==> src/rtl/reg_rename_file.sv <==
// -----------------------------------------------------------------------------
// reg_rename_file
//   Architectural register file with per-register rename status (busy bit plus
//   ROB tag). Rename and commit traffic from the ROB update the state at the
//   clock edge. Operand lookups are combinational and return either the
//   committed value (ready = 1) or the pending producer's ROB tag,
//   zero-extended to XLEN (ready = 0).
//
//   Optional feature macro: REGFILE_COMMIT_BYPASS_EN
//     When defined, a lookup that hits the register being retired in the
//     current cycle returns commit_val combinationally with ready = 1.
//
// Ports:
//   clk, rst                  clock; synchronous active-high reset
//   rdy                       global ready; all state holds while low
//   rename_en/_rd/_tag        allocate a new producer (ROB rear) for rename_rd
//   commit_en/_rd/_tag/_val   retire a result (ROB front) into commit_rd
//   flush                     mispredict recovery; clears every busy bit
//   rs1_addr, rs2_addr        lookup indices
//   rs1_ready/_val,
//   rs2_ready/_val            lookup results (value, or tag when not ready)
// -----------------------------------------------------------------------------
module reg_rename_file #(
  parameter int XLEN  = 32,
  parameter int NREG  = 32,
  parameter int TAG_W = 4
) (
  input  logic             clk,
  input  logic             rst,
  input  logic             rdy,
  input  logic             rename_en,
  input  logic [4:0]       rename_rd,
  input  logic [TAG_W-1:0] rename_tag,
  input  logic             commit_en,
  input  logic [4:0]       commit_rd,
  input  logic [TAG_W-1:0] commit_tag,
  input  logic [XLEN-1:0]  commit_val,
  input  logic             flush,
  input  logic [4:0]       rs1_addr,
  input  logic [4:0]       rs2_addr,
  output logic             rs1_ready,
  output logic [XLEN-1:0]  rs1_val,
  output logic             rs2_ready,
  output logic [XLEN-1:0]  rs2_val
);

  logic [XLEN-1:0]  val_r  [NREG];
  logic [NREG-1:0]  busy_r;
  logic [TAG_W-1:0] tag_r  [NREG];

  logic rename_go_s;
  logic commit_go_s;
  logic flush_go_s;
  logic bypass_go_s;

  // Resolve a lookup for one source port. x0 is hard-wired to ready/zero.
  // While a commit is in flight, the bypass (when built in) forwards the
  // retiring value to any busy register whose pending tag matches.
  function automatic logic [XLEN:0] lookup(
    input logic [4:0]       addr,
    input logic             busy,
    input logic [TAG_W-1:0] tag,
    input logic [XLEN-1:0]  val,
    input logic             byp_go,
    input logic [TAG_W-1:0] byp_tag,
    input logic [XLEN-1:0]  byp_val
  );
    logic [XLEN:0] res;
    if (addr == 5'd0) begin
      res = {1'b1, {XLEN{1'b0}}};
    end else if (busy) begin
`ifdef REGFILE_COMMIT_BYPASS_EN
      if (byp_go && (tag == byp_tag)) begin
        res = {1'b1, byp_val};
      end else begin
        res = {1'b0, {(XLEN-TAG_W){1'b0}}, tag};
      end
`else
      res = {1'b0, {(XLEN-TAG_W){1'b0}}, tag};
`endif
    end else begin
      res = {1'b1, val};
    end
    return res;
  endfunction

  // Qualify the incoming requests: flush suppresses same-cycle renames, and
  // nothing takes effect while rdy is low. x0 is never a write target.
  always_comb begin
    rename_go_s = rename_en & rdy & ~flush & (rename_rd != 5'd0);
    commit_go_s = commit_en & rdy & (commit_rd != 5'd0);
    flush_go_s  = flush & rdy;
    bypass_go_s = commit_en & rdy;
  end

  // Register state update: commit always writes the value; the busy bit is
  // resolved with flush > rename > matching commit, so the youngest producer
  // keeps ownership of the register.
  always_ff @(posedge clk) begin
    if (rst) begin
      busy_r <= '0;
      for (int i = 0; i < NREG; i++) begin
        val_r[i] <= '0;
        tag_r[i] <= '0;
      end
    end else begin
      for (int i = 1; i < NREG; i++) begin
        if (commit_go_s && (commit_rd == 5'(i))) begin
          val_r[i] <= commit_val;
        end
        if (flush_go_s) begin
          busy_r[i] <= 1'b0;
        end else if (rename_go_s && (rename_rd == 5'(i))) begin
          busy_r[i] <= 1'b1;
          tag_r[i]  <= rename_tag;
        end else if (commit_go_s && (commit_rd == 5'(i)) && busy_r[i] &&
                     (tag_r[i] == commit_tag)) begin
          busy_r[i] <= 1'b0;
        end
      end
    end
  end

  // Combinational operand lookups on the current (pre-edge) state.
  always_comb begin
    {rs1_ready, rs1_val} = lookup(rs1_addr, busy_r[rs1_addr], tag_r[rs1_addr],
                                  val_r[rs1_addr], bypass_go_s, commit_tag,
                                  commit_val);
    {rs2_ready, rs2_val} = lookup(rs2_addr, busy_r[rs2_addr], tag_r[rs2_addr],
                                  val_r[rs2_addr], bypass_go_s, commit_tag,
                                  commit_val);
  end

endmodule
==> config.mk <==
export PLATFORM = sky130hd
export DESIGN_NAME = reg_rename_file
export DESIGN_NICKNAME = d
export VERILOG_FILES = /design/src/rtl/reg_rename_file.sv
export SDC_FILE = /design/constraint.sdc
export NUM_CORES = 2
export LEC_CHECK = 0
export CAP_MARGIN = 0
export CORE_MARGIN = 3
export CORE_UTILIZATION = 50
export CTS_CLUSTER_SIZE = 25
export DETAILED_ROUTE_END_ITERATION = 6
export PLACE_DENSITY = 0.77
export RECOVER_POWER = 100
export SKIP_CTS_REPAIR_TIMING = 1
export SLEW_MARGIN = 20
export SYNTH_ARGS = -nofsm -noshare
export SYNTH_HDL_FRONTEND = slang
export SYNTH_SLANG_ARGS = --single-unit
==> constraint.sdc <==
create_clock -name clk -period 3.25 [get_ports clk]
set_input_delay 0.325 -clock clk [delete_from_list [all_inputs] [get_ports clk]]
set_output_delay 0.325 -clock clk [all_outputs]
set_load 0.01 [all_outputs]
==> Yosys cells after proc, flatten, opt, wreduce, memory -nomap -nowiden <==
Memory sizes are Yosys's and may differ from the RTL's.
Cells that the tools add are included.
{ "classes": {"reduce_logical": 160, "magnitude_cmp": 2, "n_eq_ne": 93, "muxes": 351, "bitwise": 69} }
{ "ops": {"columns": ["operator", "count"], "rows": [
  ["32-bit two-way mux", 31],
  ["1-bit two-way mux", 283],
  ["5-bit == test (second input constant)", 32],
  ["33-bit two-way mux", 4],
  ["4-bit == test", 31],
  ["1-bit logical AND", 124],
  ["4-bit two-way mux", 31],
  ["5-bit by 4-bit == test with 1-bit output (second input constant)", 16],
  ["1-bit bitwise OR", 62],
  ["2-bit nonzero test", 31],
  ["5-bit by 3-bit == test with 1-bit output (second input constant)", 8],
  ["5-bit by 2-bit == test with 1-bit output (second input constant)", 4],
  ["5-bit by 6-bit < comparator with 1-bit output (second input constant)", 2],
  ["1-bit binary-select mux with 5-bit select", 2],
  ["5-bit by 1-bit == test with 1-bit output (second input constant)", 2],
  ["5-bit logical NOT", 2],
  ["5-bit nonzero test", 2],
  ["1-bit AND", 6],
  ["2-bit OR reduction", 1],
  ["1-bit inverter", 1]
]} }
{ "word_totals": {"reg_bits": 31, "n_memories": 2, "mem_bits_rw": 1152, "in_bits": 66} }
{ "memory_table": {"columns": ["memory", "depth", "word_bits", "read_ports", "rd_ports_with_merged_regs", "wr", "line_no", "source"], "rows": [
  ["val_r", 32, 32, 2, 0, 32, "47", "logic [XLEN-1:0] val_r [NREG];"],
  ["tag_r", 32, 4, 33, 0, 32, "49", "logic [TAG_W-1:0] tag_r [NREG];"]
]} }

==> Longest topological paths before layout <==
{ "logic_depth": {"ltp_word": 9, "depth_mapped": 11, "ltp_nobuf": 6} }

==> Worst setup path after synthesis <==
No wires, ideal clock.
{ "synth_path": {"path_type": "input port to output port", "startpoint": "input port rs2_addr[1]", "endpoint": "output port rs2_val[10]", "setup_slack_ns": 0.833, "path_buffers": 3, "t_arrival_ns": 2.092, "cell_stages": 7, "path_cell_list": "buf_2 > clkbuf_1 > clkbuf_1 > mux4_2 > mux4_2 > mux2i_1 > nor2_1"} }
{ "synth_via": {"elab_chain_cells": 4, "word_cells_on_any_way": 6} }
{ "synth_lines": {"columns": ["element", "line_no", "source"], "rows": [
  ["start, declared", "40", "input logic [4:0] rs2_addr,"],
  ["1-bit binary-select mux with 5-bit select", "129", "{rs2_ready, rs2_val} = lookup(rs2_addr, busy_r[rs2_addr], tag_r[rs2_addr],"],
  ["1-bit two-way mux (implied by the code)", "129", null],
  ["33-bit two-way mux", "71", "end else if (busy) begin"],
  ["33-bit two-way mux (*)", "69", "if (addr == 5'd0) begin"],
  ["end, declared", "44", "output logic [XLEN-1:0] rs2_val"]
]} }
Every way passes the cells marked *; elsewhere a longest branch is shown, timed or not. The select of a mux whose other input is x is not followed.

==> Final worst setup path <==
{ "layout_path": {"startpoint": "register busy_r[22]", "endpoint": "output port rs1_val[13]"} }
{ "layout_via": {"elab_chain_cells": 4} }
{ "layout_lines": {"columns": ["element", "line_no", "source"], "rows": [
  ["start, declared", "48", "logic [NREG-1:0] busy_r;"],
  ["start signal, assigned", "101", "busy_r <= '0;"],
  ["start signal, assigned by index", "112", "busy_r[i] <= 1'b0;"],
  ["start signal, assigned by index", "114", "busy_r[i] <= 1'b1;"],
  ["1-bit binary-select mux with 5-bit select", "126", "{rs1_ready, rs1_val} = lookup(rs1_addr, busy_r[rs1_addr], tag_r[rs1_addr],"],
  ["1-bit two-way mux (implied by the code)", "126", null],
  ["33-bit two-way mux", "71", null],
  ["33-bit two-way mux", "69", null],
  ["end, declared", "42", "output logic [XLEN-1:0] rs1_val,"]
]} }
Every way passes these cells. The select of a mux whose other input is x is not followed.

==> reports/metrics.yaml <==
status:
  outcome: "finished, violations left"
  violations: "capacitance limit, slew limit, setup timing"
detailed_routing:
  drc: 0
  via_per_inst: 7.02
  routed_wl_um: 187000
  dr.pass1.iters: 6
  detail_route.iter0.violations: 6259
  vias: 39300
  antenna_left: 0
  wl_per_cell_um: 33.4
timing:
  rsz0062_at_grt: "yes"
  fin_worst_skew_ps: 15.6
  fin_ws_ps: -12.8
  setup_viol_count_final: 8
  clock.fmax_mhz: 306
  hold_viol: 0
  fin_crit_ps: 3260
  slew_violations: 592
  timing.final.crit_share_pct: 100
  tightest_slew_ps: 1890
  relSlewSlack_pct: -26.0
final_layout:
  drive_gt1_share_pct: 31.6
  area_growth_pct: 15.5
  final_common_cell: "edfxtp_1"
  layout_common_cells: "1116 x edfxtp_1, 744 x nor2_1, 599 x mux4_2"
  antenna_cells: 0
  layout.nets: 4061
die:
  initial_core_util_pct: 50.8
  ios: 132
  core_area_um2: 115000
  die_y_um: 348
  row_count: 124
  die_area_um2: 121000
  die_w_um: 348
yosys:
  yosys.area.top_type_share_pct: 57.2
  yosysTopAreaCell: "edfxtp_1"
  synthTopCellsByArea: "edfxtp_1 57%, mux4_2 23%, nor2_1 4.8%"
  synth_edf_count: 1116
  synth_seq_area_share_pct: 58.2
  yosysUniqueCellTypes: 48
  ys.flop_type: "edfxtp_1"
  ys_ff_latch: 1147
  postSynthCellCount: 3718
  postSynth.asyncResetShare_pct: 0
  ys_warn_count: 0
  syn_area_um2: 58600
  synth_nets: 3784
  avgSynthCellArea_um2: 15.8
worst_hold_path:
  worstHoldPathCells: 6
  hold_end: "busy_r[18]"
  min-delay-start: "commit_tag[3]"
  hp-class: "primary input to flip-flop"
global_routing:
  grt_pass1_vias: 39400
  overflow: 0
  grt_pass1_wl_um: 269000
  grt_max_degree: 53
  grt_usage_pct: 30.5
  grt_antenna_before_repair: 6
placed_design:
  io_buffers: 131
  place_congestion: 0.980
  dp_slack_ps: -349
  post-dp-hpwl_um: 118000
setup_path:
  cp_max_fo: 12
  reg2reg_setup_slack_ps: 1360
  rr_endpoint: "busy_r[27]"
  endpoint_kind: "output port"
  cp.required_ps: 2920
  worstReg2RegStart: "tag_r[27][1]"
  worstSetupPathType: "flip-flop to output port"
  arrival_ps: 2940
  reg2reg_depth: 6
  critPathLaunchType: "flip-flop"
clock_tree:
  clock-root-buffer: "clkbuf_16"
  clock-sinks: 1147
  clk_pin_slew_worst_paths_ps: 60
  cts_buffers: 113
  cts_tree: "yes"
  ctsHtreeMaxLevel: 3
  clock_path_buffers: 3
  clk_latency_ps: 700
flow_run:
  drv_cap: 20
pwr:
  leakage_nw: 23.4
  total_power_w: 0.0363
  powerDensity_nw_per_um2: 536
  peakVddDrop_mv: 0.474
## worst max-delay path, cell delays in order (launching register included)
cell     delay (ps)
dfxtp_1         340
mux2i_1         200
buf_4           150
a22oi_1          70
a211o_1         310
nand4_4         120
o21ai_4         120
buf_12          200
buf_4           190
buf_4           150
nor3_4          190
buf_2           190
## state kept, by name (all words and copies together) (netlist names)
register and flops:
busy_r 31, val_r 992, tag_r 124
## cell type report
class	count	area (um2)
repair buffers	525	4830
fillers	8324	47600
clock inverters	74	706
inverters	40	160
well taps	1512	1890
multi-input cells	2168	23000
clock buffers	134	2930
flip-flops and latches	1147	34100
## worst max-delay path by stage
stage                              from          end  slack [ps]  cells past startpoint
after floorplan             rs2_addr[1]  rs2_val[10]         830                      7
after global placement      rs2_addr[0]  rs2_val[28]        -380                      9
after detailed placement    rs2_addr[0]  rs2_val[28]        -350                      9
after CTS                 val_r[23][28]  rs2_val[28]        -570                      6
after global routing         busy_r[23]  rs1_val[13]         -40                     11
final                        busy_r[22]  rs1_val[13]         -10                     11
## where the power goes
group	switching, W	internal, W	total, W	leakage (nW)
Sequential	0.000567	0.0173	0.0178	10.9
Combinational	0.00284	0.00260	0.00544	10.7
Clock	0.00574	0.00723	0.0130	1.76
## synthesized netlist by cell type, types with 3 or more instances
cell type	number
o21ai_1	16
xnor2_1	68
a21oi_1	30
a21o_1	29
a211o_1	3
o32ai_1	4
clkbuf_1	175
nand2_1	53
a221oi_1	8
nand3_1	27
a2111oi_0	3
nand4_1	17
o211ai_1	13
nor4_1	18
mux2i_1	87
buf_2	91
inv_1	39
and2_1	4
buf_1	52
edfxtp_1	1116
buf_6	14
a221o_1	15
o21ai_0	27
o221ai_1	6
nor3_1	24
nor2_1	747
mux2_2	92
buf_4	31
mux4_2	599
a211oi_1	3
a22oi_1	40
nor2b_1	13
xor2_1	56
a22o_1	57
dfxtp_1	31
nand2b_1	86
o22ai_1	9
## cells by family after synthesis
| logic type | count (synthesis) | synth area share [%] |
|---|---|---|
| flops | 1147 | 58.2 |
| simple gates | 995 | 7.11 |
| mux | 778 | 26.3 |
| buf+inv | 403 | 3.15 |
| compound gates | 271 | 3.38 |
| xor+xnor | 124 | 1.85 |
## routing by layer
layer / track usage, % / vias to the layer above / share of wire [%]
met5: 0 / - / 0.028
met4: 14.4 / 10 / 5.8
met3: 7.71 / 713 / 14
met2: 48.3 / 3407 / 47
met1: 40.0 / 20000 / 34
li1: - / 15200 / -
## metrics by stage
stage          utilization (%)  hold slack, ps  cell area, um2  std cells  setup TNS (ps)
2_1_floorplan                -             460           58600       3718               0
3_3_place_gp              55.7             479           64300       5373           -1750
3_5_place_dp              55.7             485           64300       5373           -1560
4_1_cts                   58.9             382           67900       5581          -13470
5_1_grt                   58.7             480           67700       5600           -70.7
6_report                  58.7             423           67700       5600           -65.7
(Power assumes the default switching activity.)
